--- config.mk ---
export PLATFORM = sky130hd
export DESIGN_NAME = opb_register_bank_ppc2simulink_flat
export DESIGN_NICKNAME = d
export VERILOG_FILES = /design/src/rtl/opb_register_bank_ppc2simulink_pkg.sv /design/src/rtl/opb_register_bank_ppc2simulink_if.sv /design/src/rtl/opb_register_bank_ppc2simulink_lane_reg.sv /design/src/rtl/opb_register_bank_ppc2simulink.sv /design/src/flat_wrapper.sv
export SDC_FILE = /design/constraint.sdc
export NUM_CORES = 1
export LEC_CHECK = 0
export CAP_MARGIN = 40
export CORE_AREA = 3 3 153 155
export CTS_BUF_LIST = sky130_fd_sc_hd__clkbuf_8
export CTS_CLUSTER_DIAMETER = 30
export DETAILED_ROUTE_END_ITERATION = 16
export DIE_AREA = 0 0 156 158
export GPL_ROUTABILITY_DRIVEN = 0
export PLACE_DENSITY_LB_ADDON = 0.2
export SLEW_MARGIN = 40
export SYNTH_ARGS = -nofsm -noshare
export SYNTH_HDL_FRONTEND = slang
export SYNTH_HIERARCHICAL = 1
export SYNTH_SLANG_ARGS = --single-unit
--- constraint.sdc ---
create_clock -name OPB_Clk -period 2.5 [get_ports OPB_Clk]
set_input_delay 0.5 -clock OPB_Clk [delete_from_list [all_inputs] [get_ports OPB_Clk]]
set_output_delay 0.5 -clock OPB_Clk [all_outputs]
set_load 0.05 [all_outputs]
--- src/rtl/opb_register_bank_ppc2simulink_pkg.sv ---
// Shared types and constants for the OPB register bank: FSM states,
// control-word layout and OPB/user bit-order conversion.
package opb_regbank_pkg;

    localparam int BYTE_LANES      = 4;
    localparam int CTRL_COMMIT_BIT = 0;
    localparam int CTRL_DIRTY_BIT  = 0;
    localparam int CTRL_NREGS_LSB  = 24;

    typedef enum logic [1:0] {
        IDLE = 2'd0,
        ACK  = 2'd1,
        WAIT = 2'd2
    } opb_state_e;

    // OPB numbers bit 0 as the MSB; the fabric side uses conventional [31:0].
    function automatic logic [31:0] opb_to_user(input logic [0:31] opb);
        logic [31:0] user;
        for (int i = 0; i < 32; i++) begin
            user[31-i] = opb[i];
        end
        return user;
    endfunction

    function automatic logic [0:31] user_to_opb(input logic [31:0] user);
        logic [0:31] opb;
        for (int i = 0; i < 32; i++) begin
            opb[i] = user[31-i];
        end
        return opb;
    endfunction

endpackage

--- src/rtl/opb_register_bank_ppc2simulink_if.sv ---
// OPB slave-side bus bundle; the master modport is the bus (or a bench),
// the slave modport is the register bank.
interface opb_register_bank_ppc2simulink_if;

    logic [0:31] OPB_ABus;
    logic [0:3]  OPB_BE;
    logic [0:31] OPB_DBus;
    logic        OPB_RNW;
    logic        OPB_select;
    logic        OPB_seqAddr;

    logic [0:31] Sl_DBus;
    logic        Sl_errAck;
    logic        Sl_retry;
    logic        Sl_toutSup;
    logic        Sl_xferAck;

    modport master (
        output OPB_ABus, OPB_BE, OPB_DBus, OPB_RNW, OPB_select, OPB_seqAddr,
        input  Sl_DBus, Sl_errAck, Sl_retry, Sl_toutSup, Sl_xferAck
    );

    modport slave (
        input  OPB_ABus, OPB_BE, OPB_DBus, OPB_RNW, OPB_select, OPB_seqAddr,
        output Sl_DBus, Sl_errAck, Sl_retry, Sl_toutSup, Sl_xferAck
    );

endinterface

--- src/rtl/opb_register_bank_ppc2simulink_lane_reg.sv ---
// One 32-bit byte-enabled user register. With OPB_REGBANK_COMMIT_EN defined
// writes land in a shadow copy and reach the output only on commit.
module opb_regbank_lane_reg
    import opb_regbank_pkg::*;
#(
    parameter logic [31:0] RST_VAL = 32'h00000000
) (
    input  logic                  clk,
    input  logic                  rst,
    input  logic                  wr_en,
    input  logic [BYTE_LANES-1:0] be,
    input  logic [31:0]           wdata,
    input  logic                  commit,
    output logic [31:0]           sw_value,
    output logic [31:0]           out_value,
    output logic                  dirty,
    output logic                  update
);

    logic [31:0] lane_mask;
    logic [31:0] merged;
    logic        write_hit;

    always_comb begin
        lane_mask = '0;
        for (int b = 0; b < BYTE_LANES; b++) begin
            lane_mask[8*b +: 8] = {8{be[b]}};
        end
    end

    // An all-zero byte enable is still acknowledged but must not pulse update.
    assign merged    = (sw_value & ~lane_mask) | (wdata & lane_mask);
    assign write_hit = wr_en && (be != '0);

`ifdef OPB_REGBANK_COMMIT_EN
    logic [31:0] shadow_q;
    logic [31:0] out_q;
    logic        dirty_q;
    logic        update_q;

    always_ff @(posedge clk or posedge rst) begin
        if (rst) begin
            shadow_q <= RST_VAL;
            out_q    <= RST_VAL;
            dirty_q  <= 1'b0;
            update_q <= 1'b0;
        end else begin
            update_q <= 1'b0;
            if (write_hit) begin
                shadow_q <= merged;
                dirty_q  <= 1'b1;
            end
            if (commit) begin
                out_q    <= shadow_q;
                update_q <= dirty_q;
                dirty_q  <= 1'b0;
            end
        end
    end

    assign sw_value  = shadow_q;
    assign out_value = out_q;
    assign dirty     = dirty_q;
    assign update    = update_q;
`else
    logic [31:0] out_q;
    logic        update_q;
    logic        unused_commit;

    always_ff @(posedge clk or posedge rst) begin
        if (rst) begin
            out_q    <= RST_VAL;
            update_q <= 1'b0;
        end else begin
            update_q <= write_hit;
            if (write_hit) begin
                out_q <= merged;
            end
        end
    end

    assign sw_value      = out_q;
    assign out_value     = out_q;
    assign dirty         = 1'b0;
    assign update        = update_q;
    assign unused_commit = commit;
`endif

endmodule

--- src/rtl/opb_register_bank_ppc2simulink.sv ---
// OPB slave exposing N_REGS software-writable registers to fabric logic.
// Define OPB_REGBANK_COMMIT_EN for shadowed registers with atomic commit.
module opb_register_bank_ppc2simulink
    import opb_regbank_pkg::*;
#(
    parameter logic [31:0] C_BASEADDR   = 32'h0108E700,
    parameter logic [31:0] C_HIGHADDR   = 32'h0108E7FF,
    parameter int          C_OPB_AWIDTH = 32,
    parameter int          C_OPB_DWIDTH = 32,
    parameter int          N_REGS       = 4,
    parameter logic [31:0] RST_VAL      = 32'h00000000
) (
    input  logic                       OPB_Clk,
    input  logic                       OPB_Rst,
    opb_register_bank_ppc2simulink_if.slave bus,
    output logic [N_REGS*32-1:0]       user_data_out,
    output logic [N_REGS-1:0]          user_update
);

    localparam logic [7:0]  NREGS_BYTE = 8'(N_REGS);
    localparam logic [31:0] CTRL_IDX   = 32'(N_REGS);

    opb_state_e state_q;
    opb_state_e state_d;

    logic                    sel_q;
    logic                    rnw_q;
    logic [C_OPB_AWIDTH-1:0] addr_q;
    logic [C_OPB_DWIDTH-1:0] wdata_q;
    logic [BYTE_LANES-1:0]   be_q;

    logic        hit;
    logic [31:0] word_idx;
    logic        wr_cycle;
    logic        commit;
    logic [N_REGS-1:0] reg_wr;
    logic [N_REGS-1:0] reg_dirty;
    logic [31:0] sw_value [N_REGS];
    logic [31:0] rd_user;
    logic        unused_seq;

    // Address/data are frozen outside IDLE so the ACK cycle sees a stable copy.
    always_ff @(posedge OPB_Clk or posedge OPB_Rst) begin
        if (OPB_Rst) begin
            sel_q   <= 1'b0;
            rnw_q   <= 1'b0;
            addr_q  <= '0;
            wdata_q <= '0;
            be_q    <= '0;
        end else begin
            sel_q <= bus.OPB_select;
            if (state_q == IDLE) begin
                addr_q  <= bus.OPB_ABus;
                rnw_q   <= bus.OPB_RNW;
                be_q    <= bus.OPB_BE;
                wdata_q <= opb_to_user(bus.OPB_DBus);
            end
        end
    end

    assign hit      = sel_q && (addr_q >= C_BASEADDR) && (addr_q <= C_HIGHADDR);
    assign word_idx = 32'((addr_q - C_BASEADDR) >> 2);

    always_ff @(posedge OPB_Clk or posedge OPB_Rst) begin
        if (OPB_Rst) begin
            state_q <= IDLE;
        end else begin
            state_q <= state_d;
        end
    end

    // WAIT holds until select drops so a long select earns only one ack.
    always_comb begin
        state_d = state_q;
        case (state_q)
            IDLE:    if (hit) state_d = ACK;
            ACK:     state_d = WAIT;
            WAIT:    if (!sel_q) state_d = IDLE;
            default: state_d = IDLE;
        endcase
    end

    assign wr_cycle = (state_q == ACK) && !rnw_q;
    assign commit   = wr_cycle && (word_idx == CTRL_IDX) && wdata_q[CTRL_COMMIT_BIT];

    always_comb begin
        reg_wr = '0;
        for (int k = 0; k < N_REGS; k++) begin
            reg_wr[k] = wr_cycle && (word_idx == 32'(k));
        end
    end

    for (genvar k = 0; k < N_REGS; k++) begin : g_lane
        opb_regbank_lane_reg #(
            .RST_VAL(RST_VAL)
        ) u_lane (
            .clk      (OPB_Clk),
            .rst      (OPB_Rst),
            .wr_en    (reg_wr[k]),
            .be       (be_q),
            .wdata    (wdata_q),
            .commit   (commit),
            .sw_value (sw_value[k]),
            .out_value(user_data_out[32*k +: 32]),
            .dirty    (reg_dirty[k]),
            .update   (user_update[k])
        );
    end

    // Out-of-range words fall through to zero.
    always_comb begin
        rd_user = '0;
        if (word_idx == CTRL_IDX) begin
            rd_user[CTRL_NREGS_LSB +: 8] = NREGS_BYTE;
            rd_user[CTRL_DIRTY_BIT]      = |reg_dirty;
        end
        for (int k = 0; k < N_REGS; k++) begin
            if (word_idx == 32'(k)) begin
                rd_user = sw_value[k];
            end
        end
    end

    assign bus.Sl_DBus    = ((state_q == ACK) && rnw_q) ? user_to_opb(rd_user) : '0;
    assign bus.Sl_xferAck = (state_q == ACK);
    assign bus.Sl_errAck  = 1'b0;
    assign bus.Sl_retry   = 1'b0;
    assign bus.Sl_toutSup = 1'b0;
    assign unused_seq     = bus.OPB_seqAddr;

endmodule

--- src/flat_wrapper.sv ---
// flat-port wrapper written by rule: the top's interface ports become plain ports
module opb_register_bank_ppc2simulink_flat import opb_regbank_pkg::*;
#(
    parameter logic [31:0] C_BASEADDR   = 32'h0108E700,
    parameter logic [31:0] C_HIGHADDR   = 32'h0108E7FF,
    parameter int          C_OPB_AWIDTH = 32,
    parameter int          C_OPB_DWIDTH = 32,
    parameter int          N_REGS       = 4,
    parameter logic [31:0] RST_VAL      = 32'h00000000
)
  (OPB_Clk, OPB_Rst, user_data_out, user_update, bus_OPB_ABus, bus_OPB_BE, bus_OPB_DBus, bus_OPB_RNW, bus_OPB_select, bus_OPB_seqAddr, bus_Sl_DBus, bus_Sl_errAck, bus_Sl_retry, bus_Sl_toutSup, bus_Sl_xferAck);
  opb_register_bank_ppc2simulink_if bus_i ();
  input  logic OPB_Clk;
  input  logic OPB_Rst;
  output logic [N_REGS*32-1:0] user_data_out;
  output logic [N_REGS-1:0] user_update;
  input wire logic [$bits(bus_i.OPB_ABus)-1:0] bus_OPB_ABus;
  input wire logic [$bits(bus_i.OPB_BE)-1:0] bus_OPB_BE;
  input wire logic [$bits(bus_i.OPB_DBus)-1:0] bus_OPB_DBus;
  input wire logic [$bits(bus_i.OPB_RNW)-1:0] bus_OPB_RNW;
  input wire logic [$bits(bus_i.OPB_select)-1:0] bus_OPB_select;
  input wire logic [$bits(bus_i.OPB_seqAddr)-1:0] bus_OPB_seqAddr;
  output wire logic [$bits(bus_i.Sl_DBus)-1:0] bus_Sl_DBus;
  output wire logic [$bits(bus_i.Sl_errAck)-1:0] bus_Sl_errAck;
  output wire logic [$bits(bus_i.Sl_retry)-1:0] bus_Sl_retry;
  output wire logic [$bits(bus_i.Sl_toutSup)-1:0] bus_Sl_toutSup;
  output wire logic [$bits(bus_i.Sl_xferAck)-1:0] bus_Sl_xferAck;
  assign bus_i.OPB_ABus = bus_OPB_ABus;
  assign bus_i.OPB_BE = bus_OPB_BE;
  assign bus_i.OPB_DBus = bus_OPB_DBus;
  assign bus_i.OPB_RNW = bus_OPB_RNW;
  assign bus_i.OPB_select = bus_OPB_select;
  assign bus_i.OPB_seqAddr = bus_OPB_seqAddr;
  assign bus_Sl_DBus = bus_i.Sl_DBus;
  assign bus_Sl_errAck = bus_i.Sl_errAck;
  assign bus_Sl_retry = bus_i.Sl_retry;
  assign bus_Sl_toutSup = bus_i.Sl_toutSup;
  assign bus_Sl_xferAck = bus_i.Sl_xferAck;
  opb_register_bank_ppc2simulink #(.C_BASEADDR(C_BASEADDR), .C_HIGHADDR(C_HIGHADDR), .C_OPB_AWIDTH(C_OPB_AWIDTH), .C_OPB_DWIDTH(C_OPB_DWIDTH), .N_REGS(N_REGS), .RST_VAL(RST_VAL)) u_core (.OPB_Clk(OPB_Clk), .OPB_Rst(OPB_Rst), .bus(bus_i), .user_data_out(user_data_out), .user_update(user_update));
endmodule
### Word level (Yosys, flattened, before mapping)

Index checks and enable logic that the tools add are counted.

* flip-flop bits (word level): 204
* input bits: 73
* logic and storage cells: 61

* add/subtract/negate cells: 1
* $lt $le $gt $ge: 2
* eq/ne operators: 8
* mux-type cells: 9
* bitwise gates (word level): 10
* reductions and logical operators: 17

Operator list (count)
* 32-bit bitwise AND: 5
* 32-bit 2-to-1 mux: 5
* 32-bit OR: 4
* 30-bit by 2-bit equality test with 1-bit output (second input constant): 2
* 32-bit by 25-bit >= comparator with 1-bit output (second input constant): 1
* 32-bit by 25-bit <= comparator with 1-bit output (second input constant): 1
* 32-bit zero test: 1
* 32-bit inverter: 1
* 32-bit by 25-bit subtractor with 32-bit output (second input constant): 1
* 30-bit by 1-bit equality test with 1-bit output (second input constant): 1
* 30-bit by 3-bit equality test with 1-bit output (second input constant): 1
* 1-bit logical AND: 12
* 2-bit one-hot mux with 3 select lines: 1
* 2-bit 2-to-1 mux: 2
* 4-bit nonzero test: 1
* 3-bit 2-to-1 mux: 1
* 2-bit by 1-bit equality test with 1-bit output (second input constant): 1
* 2-bit equality test (second input constant): 1
* 2-bit zero test: 1
* 2-bit by 1-bit != test with 1-bit output (second input constant): 1
* 2-bit != test (second input constant): 1
* 2-bit AND reduction: 1
* 1-bit zero test: 1

### Longest topological paths before layout

* word-level depth: 8
* depth in mapped cells: 9
* mapped depth without buffers: 7

### Modules after synthesis

The synthesis kept the hierarchy.

Modules (own cells, without submodules)
* opb_regbank_lane_reg: times used 4, cells each 106, area an instance 1486.4 µm²
* opb_register_bank_ppc2simulink: times used 1, cells each 339, area an instance 4380.5 µm²

### Least setup slack after synthesis

Ideal clock, no wire load.

* path kind: reg2out
* start: register u_core.addr_q[26]
* end: output bus_Sl_DBus[0]
* data arrival time: 3318 ps
* data required time: 2000 ps
* path slack: -1318 ps
* cell stages (with the launch flop): 7
* buffers on the path: 1
* cells stage by stage: dfrtp_1 or4_4 nor3_1 mux2_1 nand4bb_1 buf_6 nor4_1

* cells in the longest elaborated chain, start to end: 7
* elaborated cells between the ends (all ways): 10
* those cells by class: add/sub: 1; eq/ne: 3; mux: 5; reduce/logical: 1

Ends and longest elaborated chain
* from (decl): line opb_register_bank_ppc2simulink.sv:28 `logic [C_OPB_AWIDTH-1:0] addr_q;`
* from (signal assigned): line opb_register_bank_ppc2simulink.sv:53 `addr_q <= bus.OPB_ABus;`
* 32-bit by 25-bit subtractor with 32-bit output *: line opb_register_bank_ppc2simulink.sv:62 `assign word_idx = 32'((addr_q - C_BASEADDR) >> 2);`
* 32-bit zero test: line opb_register_bank_ppc2simulink.sv:118 `if (word_idx == 32'(k)) begin`
* 32-bit 2-to-1 mux (3 in a row): line opb_register_bank_ppc2simulink.sv:118
* 32-bit 2-to-1 mux *: line opb_register_bank_ppc2simulink.sv:118
* 32-bit 2-to-1 mux *: line opb_register_bank_ppc2simulink.sv:124 `assign bus.Sl_DBus = ((state_q == ACK) && rnw_q) ? user_to_opb(rd_user) : '0;`
* to (decl): line flat_wrapper.sv:23 `output wire logic [$bits(bus_i.Sl_DBus)-1:0] bus_Sl_DBus;`

Mark *: on every way between the ends. The rest lies on a longest branch, timed or not.

### Worst setup path after layout

* start: register u_core.addr_q[26]
* end: output bus_Sl_DBus[28]

The elaborated chain is that of the path after synthesis.

==> metrics.md <==
| Metric | Value |
|---|---|
| Status | `complete, but fails checks` |
| Failing checks | `setup timing` |
| Starting Density | `46.9%` |
| Hold buffers post-CTS | `0` |
| Comb power frac | `under 10%` |
| Pint | `between 5 and 6 mW` |
| Worst Tran Pin Value | `~0.80 ns` |
| Register area | `about 0.0051 mm^2` |
| Sequential power share | `a little under half` |
| Via count | `6706` |
| TritonRoute pass-1 iters | `4` |
| MaxCap Viol Count | `0` |
| WHS | `0.433 ns` |
| Largest net degree at the start of global routing | `37` |
| Final net count | `approximately 1.0k` |
| Post-synthesis cell count | `760` |
| Die Span Y | `158 um` |
| WP data required | `approximately 2 ns` |
| Finished Layout Cells | `about 1.3k` |
| Startpoint Class | `flop` |
| Tcrit/Tclk final | `137%` |
| R2R setup slack | `-0.82 ns` |
| Setup_tns | `-125.90 ns` |
| CTS tree | `yes` |
| NetSw | `1.75 mW` |
| Antenna violations before repair | `2` |
| Dpl hpwl | `around 20 mm` |
| Final Slew Violations | `0` |
| Crit. End Element | `output pin` |
| Grt ovf | `0` |
| IO Pins | `roughly 240` |
| Routed WL | `between 20 and 30 mm` |
| CTS Root Cell | `clkbuf_8` |
| Die area | `0.0246 mm^2` |
| Multi-input gate area | `0.00466 mm^2` |
| VDD IR max | `around 0.37 mV` |
| Kind of critical path | `reg2out` |
| Leakage power total | `around 6.1 nW` |
| Pre-CTS setup slack | `-0.522 ns` |
| Total track usage | `22.9%` |
| Number of global-route vias before repair | `roughly 7.5k` |
| Sw Share | `between 20% and 30%` |
| Detailed router's first-iteration violation count | `about 270` |
| Unrepaired setup endpoints after global routing | `true` |
| Residual DRC | `0` |
| Worst-path clk slew | `~0.060 ns` |
| Post-Syn Area per Cell | `13.6 um^2` |
| CP max FO | `21` |
| Skew final | `roughly 0.019 ns` |
| Synthesis-to-layout area growth | `40.6%` |
| Core area | `between 0.02 and 0.025 mm^2` |
| # fillers | `1559` |
| Wire per inst | `about 22 um` |
| Final ANT Viol Nets | `0` |
| Longest Clk Path Bufs | `3` |
| Clock insertion delay at the later pin of the skew report | `about 0.53 ns` |
| Clock sink count | `about 200` |
| Clock Power Share | `roughly 49%` |
| Placed insts | `about 1.2k` |
| Die W | `156 um` |
| Worst Path Arrival | `between 2 and 3 ns` |
| IO buf count | `approximately 230` |
| Ratio of cells with drive above 1 in the final layout | `between 40% and 50%` |
| PD cells | `about 520 mW/mm^2` |
| H-Tree Level Count | `2` |
| TritonCTS Buffers | `between 40 and 50` |
| Period minus WS final | `around 3.4 ns` |
| Hold Crit Class | `in2reg` |
| Syn Std Cell Area | `roughly 0.010 mm^2` |
| Ys Warns | `6` |
| Final Hold Fails | `0` |
| Via density | `between 5 and 6` |
| FP Rows | `54` |
| Layout Utilization | `66.0%` |
| Normalized max-slew margin | `46.5%` |
| First-pass GRT wire length | `between 40 and 50 mm` |
| Setup violators final | `roughly 160` |
| Final WS setup | `-0.929 ns` |
| Max Freq | `around 290 MHz` |
[area by class of cell]
class | count | share of cell area [%]
Antenna cell | 1 | 0.0173
Clock buffer | 53 | 5.03
Clock inverter | 25 | 1.38
Inverter | 6 | 0.164
Multi-Input combinational cell | 385 | 32.1
Sequential cell | 202 | 34.9
Tap cell | 280 | 2.42
Timing Repair Buffer | 304 | 24.0
[worst paths after layout]
kind / startpoint / endpoint / cells after the start
worst min register to register: u_core/addr_q[5]$_DFFE_PP0N_ / u_core/addr_q[5]$_DFFE_PP0N_ / 1
worst min-delay path: bus_OPB_select / u_core/sel_q$_DFF_PP0_ / 1
worst max register to register: u_core/addr_q[26]$_DFFE_PP0N_ / flop / 12
max in group asynchronous: OPB_Rst / async pin / 3
worst max-delay path: u_core/addr_q[26]$_DFFE_PP0N_ / bus_Sl_DBus[28] / 7
min in group asynchronous: OPB_Rst / u_core/wdata_q[22]$_DFFE_PP0N_ / 2
[through the flow]
stage,cell area [um^2],power (mW)
floorplan,10600,3.65
detailed placement,13000,3.92
CTS,14500,7.64
finish,14500,7.55
global route,14500,7.86
global placement,13000,3.90
[timing repair]
item,CTS,global route
gates resized for setup,49,4
buffers inserted,13,2
endpoints found under the hold margin,0,0
gates cloned,0,0
pin swaps,2,1
setup endpoints to repair,165,164
[layer usage]
layer	part of all wire, %	global-route usage (%)	vias to the layer above
met5	0.043	0	-
met4	1.9	6.35	2
met3	6.0	5.60	46
met2	52	40.8	217
met1	40	27.7	3457
li1	-	-	2984
[layout by cell type (no fill, tap or decap), types with 3 or more instances in the layout]
cell / instances
nor4b_1: 3
mux4_2: 30
inv_1: 10
nor2_1: 6
nor4_4: 34
inv_2: 4
clkinv_2: 10
nand2b_1: 3
dfrtp_1: 200
o21ai_0: 4
mux2_2: 189
o41a_2: 4
nor3_1: 3
a21oi_1: 4
bufinv_16: 3
clkinvlp_4: 3
conb_1: 7
buf_12: 53
buf_6: 5
buf_4: 43
clkdlybuf4s50_1: 201
nand2_8: 14
mux2_4: 6
nand2_1: 36
nand4_1: 4
clkbuf_8: 53
[critical path, stage by stage, from the launching register on]
cell	delay [ns]
dfrtp_1	0.38
or4_4	0.55
o31a_1	0.33
nor4b_4	0.27
nand4bb_4	0.20
buf_12	0.24
nor4_4	0.24
buf_12	0.18
[power groups by stage]
| stage | Combinational, mW | Clock, mW | Sequential [mW] |
|---|---|---|---|
| floorplan | 0.222 | 0 | 3.43 |
| global placement | 0.455 | 0 | 3.45 |
| detailed placement | 0.468 | 0 | 3.45 |
| CTS | 0.475 | 3.76 | 3.41 |
| global route | 0.504 | 3.94 | 3.42 |
| finish | 0.465 | 3.67 | 3.41 |
Power figures use the tool's default switching activity.
